### src/rtl/pipebomb_tob_publisher_if.sv
// Top-of-book message stream: one sequenced TOB message per valid/ready handshake.
interface pipebomb_tob_publisher_if #(
    parameter int unsigned N_SYM   = 4,
    parameter int unsigned PRICE_W = 48,
    parameter int unsigned SEQ_W   = 32
);
    localparam int unsigned SYM_W = $clog2(N_SYM);

    logic               out_v;
    logic               out_r;
    logic [SYM_W-1:0]   out_sym;
    logic [PRICE_W-1:0] out_bid;
    logic [PRICE_W-1:0] out_ask;
    logic               out_bid_v;
    logic               out_ask_v;
    logic [PRICE_W-1:0] out_spread;
    logic               out_crossed;
    logic [SEQ_W-1:0]   out_seq;

    modport master (
        output out_v, out_sym, out_bid, out_ask, out_bid_v, out_ask_v,
               out_spread, out_crossed, out_seq,
        input  out_r
    );

    modport slave (
        input  out_v, out_sym, out_bid, out_ask, out_bid_v, out_ask_v,
               out_spread, out_crossed, out_seq,
        output out_r
    );
endinterface

### src/rtl/pipebomb_tob_publisher.sv
// Multi-symbol top-of-book publisher: snapshots per-symbol best bid/ask, coalesces
// level changes per symbol and emits change-only, sequenced messages round-robin.
module pipebomb_tob_publisher #(
    parameter int unsigned N_SYM   = 4,
    parameter int unsigned PRICE_W = 48,
    parameter int unsigned SEQ_W   = 32,
    parameter int unsigned CNT_W   = 16
) (
    input  logic                       clk,
    input  logic                       rstn,
    input  logic [N_SYM*PRICE_W-1:0]   in_bid_price,
    input  logic [N_SYM*PRICE_W-1:0]   in_ask_price,
    input  logic [N_SYM-1:0]           in_bid_v,
    input  logic [N_SYM-1:0]           in_ask_v,
    input  logic                       publish_all,
    pipebomb_tob_publisher_if.master   tob,
    output logic                       crossed_sticky,
    output logic [CNT_W-1:0]           coalesced_cnt
);
    localparam int unsigned SYM_W = $clog2(N_SYM);
    localparam int unsigned POP_W = $clog2(N_SYM + 1);
    localparam int unsigned SAT_W = CNT_W + POP_W;
    localparam logic [SAT_W-1:0] CNT_MAX = SAT_W'({CNT_W{1'b1}});

    typedef struct packed {
        logic               bid_v;
        logic [PRICE_W-1:0] bid;
        logic               ask_v;
        logic [PRICE_W-1:0] ask;
    } key_t;

    key_t               key_in [N_SYM];
    key_t               snap_q [N_SYM];
    logic [N_SYM-1:0]   chg;
    logic [N_SYM-1:0]   pending_q, pending_d;
    logic [SYM_W-1:0]   rr_ptr_q, rr_ptr_d;
    logic [SEQ_W-1:0]   seq_q, seq_d;
    logic [CNT_W-1:0]   cnt_q, cnt_d;
    logic               sticky_q, sticky_d;

    logic               out_v_q, out_v_d;
    logic [SYM_W-1:0]   out_sym_q, out_sym_d;
    logic [PRICE_W-1:0] out_bid_q, out_bid_d;
    logic [PRICE_W-1:0] out_ask_q, out_ask_d;
    logic               out_bid_v_q, out_bid_v_d;
    logic               out_ask_v_q, out_ask_v_d;
    logic [PRICE_W-1:0] out_spread_q, out_spread_d;
    logic               out_crossed_q, out_crossed_d;
    logic [SEQ_W-1:0]   out_seq_q, out_seq_d;

    logic               gnt_found;
    logic [SYM_W-1:0]   gnt_idx;
    logic               load_c;
    logic [N_SYM-1:0]   gnt_oh;
    logic [POP_W-1:0]   coal_pop;
    logic [SAT_W-1:0]   cnt_sum;
    key_t               sel;
    logic               sel_crossed;

    // Input key with invalid-side prices forced to zero, and per-symbol change detect
    always_comb begin
        for (int unsigned s = 0; s < N_SYM; s++) begin
            key_in[s].bid_v = in_bid_v[s];
            key_in[s].bid   = in_bid_v[s] ? in_bid_price[s*PRICE_W +: PRICE_W] : '0;
            key_in[s].ask_v = in_ask_v[s];
            key_in[s].ask   = in_ask_v[s] ? in_ask_price[s*PRICE_W +: PRICE_W] : '0;
            chg[s]          = (key_in[s] != snap_q[s]);
        end
    end

    // Round-robin search for the first pending symbol at or above rr_ptr
    always_comb begin
        int unsigned idx;
        idx       = 0;
        gnt_found = 1'b0;
        gnt_idx   = '0;
        for (int unsigned k = 0; k < N_SYM; k++) begin
            idx = 32'(rr_ptr_q) + k;
            if (idx >= N_SYM) begin
                idx = idx - N_SYM;
            end
            if (!gnt_found && pending_q[SYM_W'(idx)]) begin
                gnt_found = 1'b1;
                gnt_idx   = SYM_W'(idx);
            end
        end
    end

    assign load_c      = (!out_v_q || tob.out_r) && gnt_found;
    assign gnt_oh      = load_c ? (N_SYM'(1) << gnt_idx) : '0;
    assign sel         = snap_q[gnt_idx];
    assign sel_crossed = sel.bid_v && sel.ask_v && (sel.bid >= sel.ask);

    // Next-state for pending set, coalesce counter and output message register
    always_comb begin
        pending_d     = pending_q;
        rr_ptr_d      = rr_ptr_q;
        seq_d         = seq_q;
        sticky_d      = sticky_q;
        out_v_d       = out_v_q;
        out_sym_d     = out_sym_q;
        out_bid_d     = out_bid_q;
        out_ask_d     = out_ask_q;
        out_bid_v_d   = out_bid_v_q;
        out_ask_v_d   = out_ask_v_q;
        out_spread_d  = out_spread_q;
        out_crossed_d = out_crossed_q;
        out_seq_d     = out_seq_q;
        coal_pop      = '0;

        for (int unsigned s = 0; s < N_SYM; s++) begin
            // A grant in the same cycle as a change loaded the stale snapshot, so keep it pending
            pending_d[s] = chg[s] || publish_all || (pending_q[s] && !gnt_oh[s]);
            coal_pop     = coal_pop + POP_W'(chg[s] && pending_q[s] && !gnt_oh[s]);
        end

        if (load_c) begin
            out_v_d       = 1'b1;
            out_sym_d     = gnt_idx;
            out_bid_v_d   = sel.bid_v;
            out_ask_v_d   = sel.ask_v;
            out_bid_d     = sel.bid;
            out_ask_d     = sel.ask;
            out_crossed_d = sel_crossed;
            out_spread_d  = (sel.bid_v && sel.ask_v && !sel_crossed) ? (sel.ask - sel.bid) : '0;
            out_seq_d     = seq_q;
            seq_d         = seq_q + SEQ_W'(1);
            rr_ptr_d      = (gnt_idx == SYM_W'(N_SYM - 1)) ? '0 : gnt_idx + SYM_W'(1);
            if (sel_crossed) begin
                sticky_d = 1'b1;
            end
        end else if (out_v_q && tob.out_r) begin
            out_v_d = 1'b0;
        end

        cnt_sum = SAT_W'(cnt_q) + SAT_W'(coal_pop);
        cnt_d   = (cnt_sum > CNT_MAX) ? '1 : cnt_sum[CNT_W-1:0];
    end

    always_ff @(posedge clk or negedge rstn) begin
        if (!rstn) begin
            for (int unsigned s = 0; s < N_SYM; s++) begin
                snap_q[s] <= '0;
            end
            pending_q     <= '0;
            rr_ptr_q      <= '0;
            seq_q         <= '0;
            cnt_q         <= '0;
            sticky_q      <= 1'b0;
            out_v_q       <= 1'b0;
            out_sym_q     <= '0;
            out_bid_q     <= '0;
            out_ask_q     <= '0;
            out_bid_v_q   <= 1'b0;
            out_ask_v_q   <= 1'b0;
            out_spread_q  <= '0;
            out_crossed_q <= 1'b0;
            out_seq_q     <= '0;
        end else begin
            for (int unsigned s = 0; s < N_SYM; s++) begin
                snap_q[s] <= key_in[s];
            end
            pending_q     <= pending_d;
            rr_ptr_q      <= rr_ptr_d;
            seq_q         <= seq_d;
            cnt_q         <= cnt_d;
            sticky_q      <= sticky_d;
            out_v_q       <= out_v_d;
            out_sym_q     <= out_sym_d;
            out_bid_q     <= out_bid_d;
            out_ask_q     <= out_ask_d;
            out_bid_v_q   <= out_bid_v_d;
            out_ask_v_q   <= out_ask_v_d;
            out_spread_q  <= out_spread_d;
            out_crossed_q <= out_crossed_d;
            out_seq_q     <= out_seq_d;
        end
    end

    assign tob.out_v       = out_v_q;
    assign tob.out_sym     = out_sym_q;
    assign tob.out_bid     = out_bid_q;
    assign tob.out_ask     = out_ask_q;
    assign tob.out_bid_v   = out_bid_v_q;
    assign tob.out_ask_v   = out_ask_v_q;
    assign tob.out_spread  = out_spread_q;
    assign tob.out_crossed = out_crossed_q;
    assign tob.out_seq     = out_seq_q;
    assign crossed_sticky  = sticky_q;
    assign coalesced_cnt   = cnt_q;
endmodule

### src/flat_wrapper.sv
// flat-port wrapper written by rule: the top's interface ports become plain ports
module pipebomb_tob_publisher_flat 
#(
    parameter int unsigned N_SYM   = 4,
    parameter int unsigned PRICE_W = 48,
    parameter int unsigned SEQ_W   = 32,
    parameter int unsigned CNT_W   = 16
)
  (clk, rstn, in_bid_price, in_ask_price, in_bid_v, in_ask_v, publish_all, crossed_sticky, coalesced_cnt, tob_out_v, tob_out_sym, tob_out_bid, tob_out_ask, tob_out_bid_v, tob_out_ask_v, tob_out_spread, tob_out_crossed, tob_out_seq, tob_out_r);
  pipebomb_tob_publisher_if #(.N_SYM(N_SYM), .PRICE_W(PRICE_W), .SEQ_W(SEQ_W)) tob_i ();
  input  logic clk;
  input  logic rstn;
  input  logic [N_SYM*PRICE_W-1:0] in_bid_price;
  input  logic [N_SYM*PRICE_W-1:0] in_ask_price;
  input  logic [N_SYM-1:0] in_bid_v;
  input  logic [N_SYM-1:0] in_ask_v;
  input  logic publish_all;
  output logic crossed_sticky;
  output logic [CNT_W-1:0] coalesced_cnt;
  output wire logic [$bits(tob_i.out_v)-1:0] tob_out_v;
  output wire logic [$bits(tob_i.out_sym)-1:0] tob_out_sym;
  output wire logic [$bits(tob_i.out_bid)-1:0] tob_out_bid;
  output wire logic [$bits(tob_i.out_ask)-1:0] tob_out_ask;
  output wire logic [$bits(tob_i.out_bid_v)-1:0] tob_out_bid_v;
  output wire logic [$bits(tob_i.out_ask_v)-1:0] tob_out_ask_v;
  output wire logic [$bits(tob_i.out_spread)-1:0] tob_out_spread;
  output wire logic [$bits(tob_i.out_crossed)-1:0] tob_out_crossed;
  output wire logic [$bits(tob_i.out_seq)-1:0] tob_out_seq;
  input wire logic [$bits(tob_i.out_r)-1:0] tob_out_r;
  assign tob_out_v = tob_i.out_v;
  assign tob_out_sym = tob_i.out_sym;
  assign tob_out_bid = tob_i.out_bid;
  assign tob_out_ask = tob_i.out_ask;
  assign tob_out_bid_v = tob_i.out_bid_v;
  assign tob_out_ask_v = tob_i.out_ask_v;
  assign tob_out_spread = tob_i.out_spread;
  assign tob_out_crossed = tob_i.out_crossed;
  assign tob_out_seq = tob_i.out_seq;
  assign tob_i.out_r = tob_out_r;
  pipebomb_tob_publisher #(.N_SYM(N_SYM), .PRICE_W(PRICE_W), .SEQ_W(SEQ_W), .CNT_W(CNT_W)) u_core (.clk(clk), .rstn(rstn), .in_bid_price(in_bid_price), .in_ask_price(in_ask_price), .in_bid_v(in_bid_v), .in_ask_v(in_ask_v), .publish_all(publish_all), .tob(tob_i), .crossed_sticky(crossed_sticky), .coalesced_cnt(coalesced_cnt));
endmodule
### config.mk
export PLATFORM = sky130hd
export DESIGN_NAME = pipebomb_tob_publisher_flat
export DESIGN_NICKNAME = d
export VERILOG_FILES = /design/src/rtl/pipebomb_tob_publisher_if.sv /design/src/rtl/pipebomb_tob_publisher.sv /design/src/flat_wrapper.sv
export SDC_FILE = /design/constraint.sdc
export NUM_CORES = 1
export LEC_CHECK = 0
export ABC_AREA = 1
export CORE_MARGIN = 2
export CORE_UTILIZATION = 49
export DETAILED_ROUTE_END_ITERATION = 8
export PLACE_DENSITY = 0.78
export SYNTH_ARGS = -nofsm -noshare
export SYNTH_HDL_FRONTEND = slang
export SYNTH_SLANG_ARGS = --single-unit
### constraint.sdc
create_clock -name clk -period 5.05 [get_ports clk]
set_input_delay 0.505 -clock clk [delete_from_list [all_inputs] [get_ports clk]]
set_output_delay 0.505 -clock clk [all_outputs]
set_load 0.05 [all_outputs]
==> After elaboration in Yosys (flattened, before gate mapping) <==
Index checks and enable logic that the tools add are counted.
{ "totals": {"reg_bits": 629, "out_inout_bits": 199, "input_bits": 396, "elab_cells": 139} }
{ "op_classes": {"mux": 37, "magnitude_cmp": 11, "n_addsub": 14, "bitwise_logic": 1, "shifts": 1, "n_reduce_logical": 40, "n_eq_ne": 5} }
{ "op_table": {"columns": ["operator", "count"], "rows": [
  ["48-bit two-way mux", 9],
  ["98-bit != test", 4],
  ["98-bit binary-select mux with 2-bit select", 1],
  ["98-bit two-way mux", 2],
  ["48-bit greater-or-equal comparator", 1],
  ["48-bit subtractor", 1],
  ["32-bit by 1-bit adder with 32-bit output (second input constant)", 1],
  ["1-bit logical AND", 20],
  ["19-bit by 16-bit > comparator with 1-bit output (second input constant)", 1],
  ["2-bit two-way mux", 9],
  ["16-bit by 3-bit adder with 17-bit output", 1],
  ["16-bit two-way mux", 1],
  ["3-bit greater-or-equal comparator (second input constant)", 4],
  ["2-bit by 3-bit < comparator with 1-bit output (second input constant)", 4],
  ["1-bit two-way mux", 10],
  ["1-bit zero test", 9],
  ["1-bit logical OR", 9],
  ["1-bit binary-select mux with 2-bit select", 4],
  ["2-bit by 1-bit subtractor with 2-bit output (second input constant)", 4],
  ["2-bit by 2-bit adder with 3-bit output (second input constant)", 2],
  ["3-bit by 1-bit adder with 3-bit output", 2],
  ["4-bit two-way mux", 1],
  ["1-bit by 2-bit left shift with 4-bit output (first input constant)", 1],
  ["2-bit by 1-bit adder with 3-bit output (second input constant)", 1],
  ["7 further kinds", 7]
]} }

==> Logic depth before layout (Yosys ltp) <==
{ "logic_depth": {"word_depth": 24, "ltp_mapped": 33, "ltp_nobuf": 30} }

==> Worst setup path before layout <==
Ideal clock, no wire load.
{ "synth_timing": {"kind": "register to register", "from": "register u_core.rr_ptr_q[0]", "to": "register u_core.cnt_q[12] (netlist: u_core.coalesced_cnt[12])", "path_buffers": 4, "path_slack_ns": 0.120, "stages_incl_launch_ff": 28, "t_required_ns": 4.967, "period_less_slack_ns": 4.930, "setup_time_ns": 0.083, "arrival_ns": 4.848, "cell_sequence": "dfrtp_1 buf_4 nand2_1 nand2_2 nand2_1 nand2_1 nor2_4 nand3_4 nand3_4 buf_2 clkbuf_1 ha_1 nand2_1 nand2_1 a21oi_1 ha_1 fa_1 ha_1 inv_1 fa_1 o21ai_0 nand3_1 nor2_1 nand2_1 nor3_1 nand4_1 clkbuf_1 o21ai_0"} }
{ "synth_via": {"elab_chain_cells": 24, "elab_cells_between_ends": 54, "classes_between": "add/sub (11); order compare (5); shift (1); mux (22); reduce/logical (15)"} }
{ "synth_rtl": {"columns": ["element", "line_no", "rtl"], "rows": [
  ["from (decl)", "pipebomb_tob_publisher.sv:36", "logic [SYM_W-1:0] rr_ptr_q, rr_ptr_d;"],
  ["from (signal assigned)", "pipebomb_tob_publisher.sv:164", "rr_ptr_q <= rr_ptr_d;"],
  ["branches (longest 15 deep; another with 2-bit by 1-bit adder with 3-bit output)", null, null],
  ["4-bit two-way mux (*)", "pipebomb_tob_publisher.sv:90", "assign gnt_oh = load_c ? (N_SYM'(1) << gnt_idx) : '0;"],
  ["1-bit zero test", "pipebomb_tob_publisher.sv:114", "coal_pop = coal_pop + POP_W'(chg[s] && pending_q[s] && !gnt_oh[s]);"],
  ["1-bit logical AND", "pipebomb_tob_publisher.sv:114", null],
  ["1-bit by 1-bit adder with 2-bit output", "pipebomb_tob_publisher.sv:114", null],
  ["3-bit by 1-bit adder with 3-bit output", "pipebomb_tob_publisher.sv:114", null],
  ["3-bit by 1-bit adder with 3-bit output (*)", "pipebomb_tob_publisher.sv:114", null],
  ["16-bit by 3-bit adder with 17-bit output (*)", "pipebomb_tob_publisher.sv:136", "cnt_sum = SAT_W'(cnt_q) + SAT_W'(coal_pop);"],
  ["19-bit by 16-bit > comparator with 1-bit output", "pipebomb_tob_publisher.sv:137", "cnt_d = (cnt_sum > CNT_MAX) ? '1 : cnt_sum[CNT_W-1:0];"],
  ["16-bit two-way mux (*)", "pipebomb_tob_publisher.sv:137", null],
  ["via u_core.cnt_d[12]", "pipebomb_tob_publisher.sv:38", "logic [CNT_W-1:0] cnt_q, cnt_d;"],
  ["to (signal assigned)", "pipebomb_tob_publisher.sv:166", "cnt_q <= cnt_d;"],
  ["to (decl)", "pipebomb_tob_publisher.sv:38", null]
]} }
Mark *: on every way through the listed nets, which the timed path passes. The select of a mux whose other input is x is not followed.
A chain may end at the register's enable or synchronous reset.

==> Worst setup path after layout <==
{ "layout_timing": {"from": "register u_core.rr_ptr_q[0]", "to": "register u_core.out_spread_q[44] (netlist: u_core.tob.out_spread[44])"} }
{ "layout_via": {"elab_chain_cells": 23, "elab_cells_between_ends": 49, "classes_between": "add/sub (8); order compare (5); mux (24); bitwise (1); reduce/logical (11)"} }
{ "layout_rtl": {"columns": ["element", "line_no", "rtl"], "rows": [
  ["branches (longest 23 deep; another with 2-bit by 1-bit adder with 3-bit output)", null, null],
  ["to (signal assigned)", "pipebomb_tob_publisher.sv:174", "out_spread_q <= out_spread_d;"],
  ["to (decl)", "pipebomb_tob_publisher.sv:47", "logic [PRICE_W-1:0] out_spread_q, out_spread_d;"]
]} }
Several ways; the timed one is not identified. The select of a mux whose other input is x is not followed.

==> results.yml <==
outcome:
  status: "complete, no violations"
yosys:
  syn_inst: 4620
  synthArstFlopShare_pct: 100.0
  yosys_warnings: 0
  ys_seq_area_share_pct: 45.46
  ys_seq_elements: 629
  ys.flop_type: "dfrtp_1"
  synth_edf_count: 0
  netlist_area_sq_um: 34620
  synth.distinct_cells: 40
  syn-num-nets: 5077
  synth.avg_cell_area_sq_um: 7.494
pwr:
  p_comb_share_pct: 69.6
  leakagePower_nw: 23.79
  clockPowerShare_pct: 13.6
  p_int_mw: 18.47
  ir_worst_vdd_uv: 594.4
  switchingPower_mw: 19.70
  power_density_nw_per_um2: 832.5
  p_seq_share_pct: 16.8
  p_total_mw: 38.18
  p_sw_share_pct: 51.61
cts:
  cts_buffers: 69
  h-tree-depth: 3
  clk_latency_ns: 0.63
  clkTransAtPathRegs_ns: 0.06
  cts_tree: "done"
  root_buffer: "clkbuf_16"
  clockBufferDepth: 3
  cts.sinks: 629
cells_and_area:
  area_delta_synth_final_pct: 32.46
  fillCellCount: 5963
  drive_gt1_share_pct: 8.966
  fin_area_sq_um: 45860
  nets: 5846
grt:
  grt_pass1_wl_um: 194400
  gr-total-overflow: 0
  grt_pass1_vias: 32450
  antenna_found_initial: 19
  grt_max_degree: 210
  grt.total_usage_pct: 35.59
detailed_routing:
  wl_per_cell_um: 20.84
  firstDrtPassIters: 8
  via_per_inst: 5.336
  drcViolationCount: 0
  antenna_left: 0
  drt_iter0_drc: 3738
  wl_um: 133400
  vias: 34150
critical_path:
  cp-start-kind: "flip-flop"
  end_kind: "flip-flop"
  crit_type: "flip-flop to flip-flop"
  cp_max_fo: 45
  arrival_ns: 5.32
  cp.required_ns: 5.58
sta:
  tightest_slew_ns: 0.9540
  hold_violations: 0
  min_period_ns: 4.787
  final_max_slew_viol_count: 0
  holdWs_ns: 0.2278
  period_share_pct: 94.80
  max_freq_ghz: 0.2089
  setup_viol: 0
  tns_ns: 0
  finalClockSkew_ns: 0.03242
  worst_slack_ns: 0.2626
  slew_headroom_pct: 36.40
job:
  drv_cap: 0
placed_design:
  place_area_sq_um: 43280
  numPortBuffers: 594
  place_congestion: 1.020
  post-place-ws_ns: -0.2521
  hpwl_um: 105700
die:
  dieArea_sq_um: 72800
  die_h_um: 269.8
  core_area_sq_um: 70030
  start_util_pct: 49.44
  io-pin-count: 595
  rows: 97
  dieWidth_um: 269.8
worst_hold_path:
  hp-class: "input port to flip-flop"
## cell families (layout without fill, tap and decap cells)
family | Yosys count | count (layout) | synth area share [%]
AND/OR/NAND/NOR | 2219 | 2219 | 26.86
buffers and inverters | 915 | 1738 | 10.22
flip-flops | 629 | 629 | 45.46
AO/OA/AOI/OAI | 530 | 530 | 8.460
XOR/XNOR | 266 | 266 | 6.729
adder cells (fa/ha/maj) | 61 | 61 | 2.269
other | 0 | 18 | 0
## critical path: stages (launching register included)
cell and delay [ns]:
dfrtp_2 0.50, inv_4 0.15, nand2_1 0.08, nand3_1 0.09, nand2_1 0.08, nand2_1 0.12
nand2_1 0.08, nand2_1 0.10, nand3_4 0.14, buf_16 0.23, buf_6 0.18, o211ai_1 0.45
nand2_1 0.28, ha_1 0.37, nand2_1 0.08, nor2_1 0.15, nand2_1 0.11, nor2_1 0.25
and3_1 0.22, nand2_1 0.11, nand3_1 0.11, nand2_1 0.10, nor2_4 0.16, buf_12 0.19
nand3_1 0.21, nand2_1 0.12
## state kept, by name, summed over array words and instances (netlist names)
signal                  flops
u_core.snap_q             392
u_core.tob.out_crossed      1
u_core.tob.out_ask         48
u_core.tob.out_v            1
u_core.seq_q               32
u_core.tob.out_bid_v        1
u_core.rr_ptr_q             2
u_core.tob.out_ask_v        1
u_core.pending_q            4
u_core.tob.out_sym          2
u_core.tob.out_bid         48
u_core.tob.out_spread      48
u_core.coalesced_cnt       16
u_core.crossed_sticky       1
u_core.tob.out_seq         32
## per-stage QoR
stage               std cells  utilization (%)
detailed placement       6252            61.80
global placement         6252            61.80
finish                   6401            65.49
CTS                      6378            65.15
floorplan                4620                -
global route             6396            65.47
## cells in the mapped netlist, drive strengths merged (43+ instances only)
cell type	instances	area, sq um
nand2	1512	5690
nor4	43	269.0
buf	63	337.8
nand4	104	650.6
a21oi	154	770.7
nor2	231	887.1
nor3	54	270.3
nand3	187	960.9
ha	58	725.7
dfrtp	629	15740
or2	74	462.9
o21ai	265	1326
xor2	179	1568
xnor2	87	762.0
o211ai	88	660.6
inv	757	2844
clkbuf	95	356.6
## power by group through the flow
| stage | Clock, mW | Sequential [mW] | Combinational (mW) |
|---|---|---|---|
| finish | 5.19 | 6.42 | 26.6 |
| global route | 5.44 | 6.50 | 28.3 |
| CTS | 5.23 | 6.41 | 25.5 |
| detailed placement | 0 | 6.49 | 25.4 |
| global placement | 0 | 6.46 | 25.2 |
| floorplan | 0 | 8.09 | 12.1 |
## what timing repair did
item / CTS / global route
setup endpoints to repair: 0 / 66
hold buffers: 1 / 0
gates resized for setup: 0 / 24
hold endpoints to repair: 5 / 0
buffers inserted: 0 / 1
## per-layer routing
layer / vias up / GRT usage, % / part of all wire, %
met5: - / 0 / 0.025
met4: 6 / 18.29 / 5.5
met3: 303 / 6.090 / 8.8
met2: 1663 / 55.60 / 45
met1: 16210 / 47.79 / 41
li1: 15970 / - / -
## layout by cell type (no fill, tap or decap), types with 5 or more instances in the layout
cell and count:
clkbuf_8 18, nand2_2 7, clkbuf_16 76, nor4_1 42, xor2_1 179, o21ai_1 46
clkbuf_1 13, o211ai_1 88, dfrtp_1 628, nor3_1 53, nand4_1 104, o21bai_1 6
a21oi_1 153, nor2_1 225, buf_12 23, buf_4 229, buf_2 8, ha_1 58
or2_2 74, inv_1 751, nand3_1 185, o21ai_0 218, diode_2 18, clkdlybuf4s50_1 585
xnor2_1 87, nand2_1 1503, clkinv_2 11, o21a_1 5, nor3b_1 7
## cell type report
type	instances	area, sq um	area share, %
Antenna cell	18	45.04	0.09822
Clock buffer	103	2098	4.575
Clock inverter	22	234.0	0.5102
Inverter	757	2849	6.212
Multi-Input combinational cell	3076	15390	33.57
Sequential cell	629	15740	34.32
Tap cell	940	1176	2.565
Timing Repair Buffer	856	8322	18.15
## path summary, 6_finish.rpt
check                      slack [ns]  cells after the start                              start                               endpoint
max                              0.26                     25     u_core.rr_ptr_q[0]$_DFFE_PN0P_  u_core.tob.out_spread[44]$_DFFE_PN0P_
min                              0.23                      3                        in_ask_v[0]           u_core.snap_q[294]$_DFF_PN0_
max reg2reg                      0.26                     25     u_core.rr_ptr_q[0]$_DFFE_PN0P_  u_core.tob.out_spread[44]$_DFFE_PN0P_
min reg2reg                      0.47                      2  u_core.crossed_sticky$_DFFE_PN0P_      u_core.crossed_sticky$_DFFE_PN0P_
max in group asynchronous        3.20                      3                               rstn           u_core.snap_q[296]$_DFF_PN0_
min in group asynchronous        0.57                      2                               rstn  u_core.tob.out_spread[12]$_DFFE_PN0P_
Note: power is estimated with default switching activity, not from simulation.
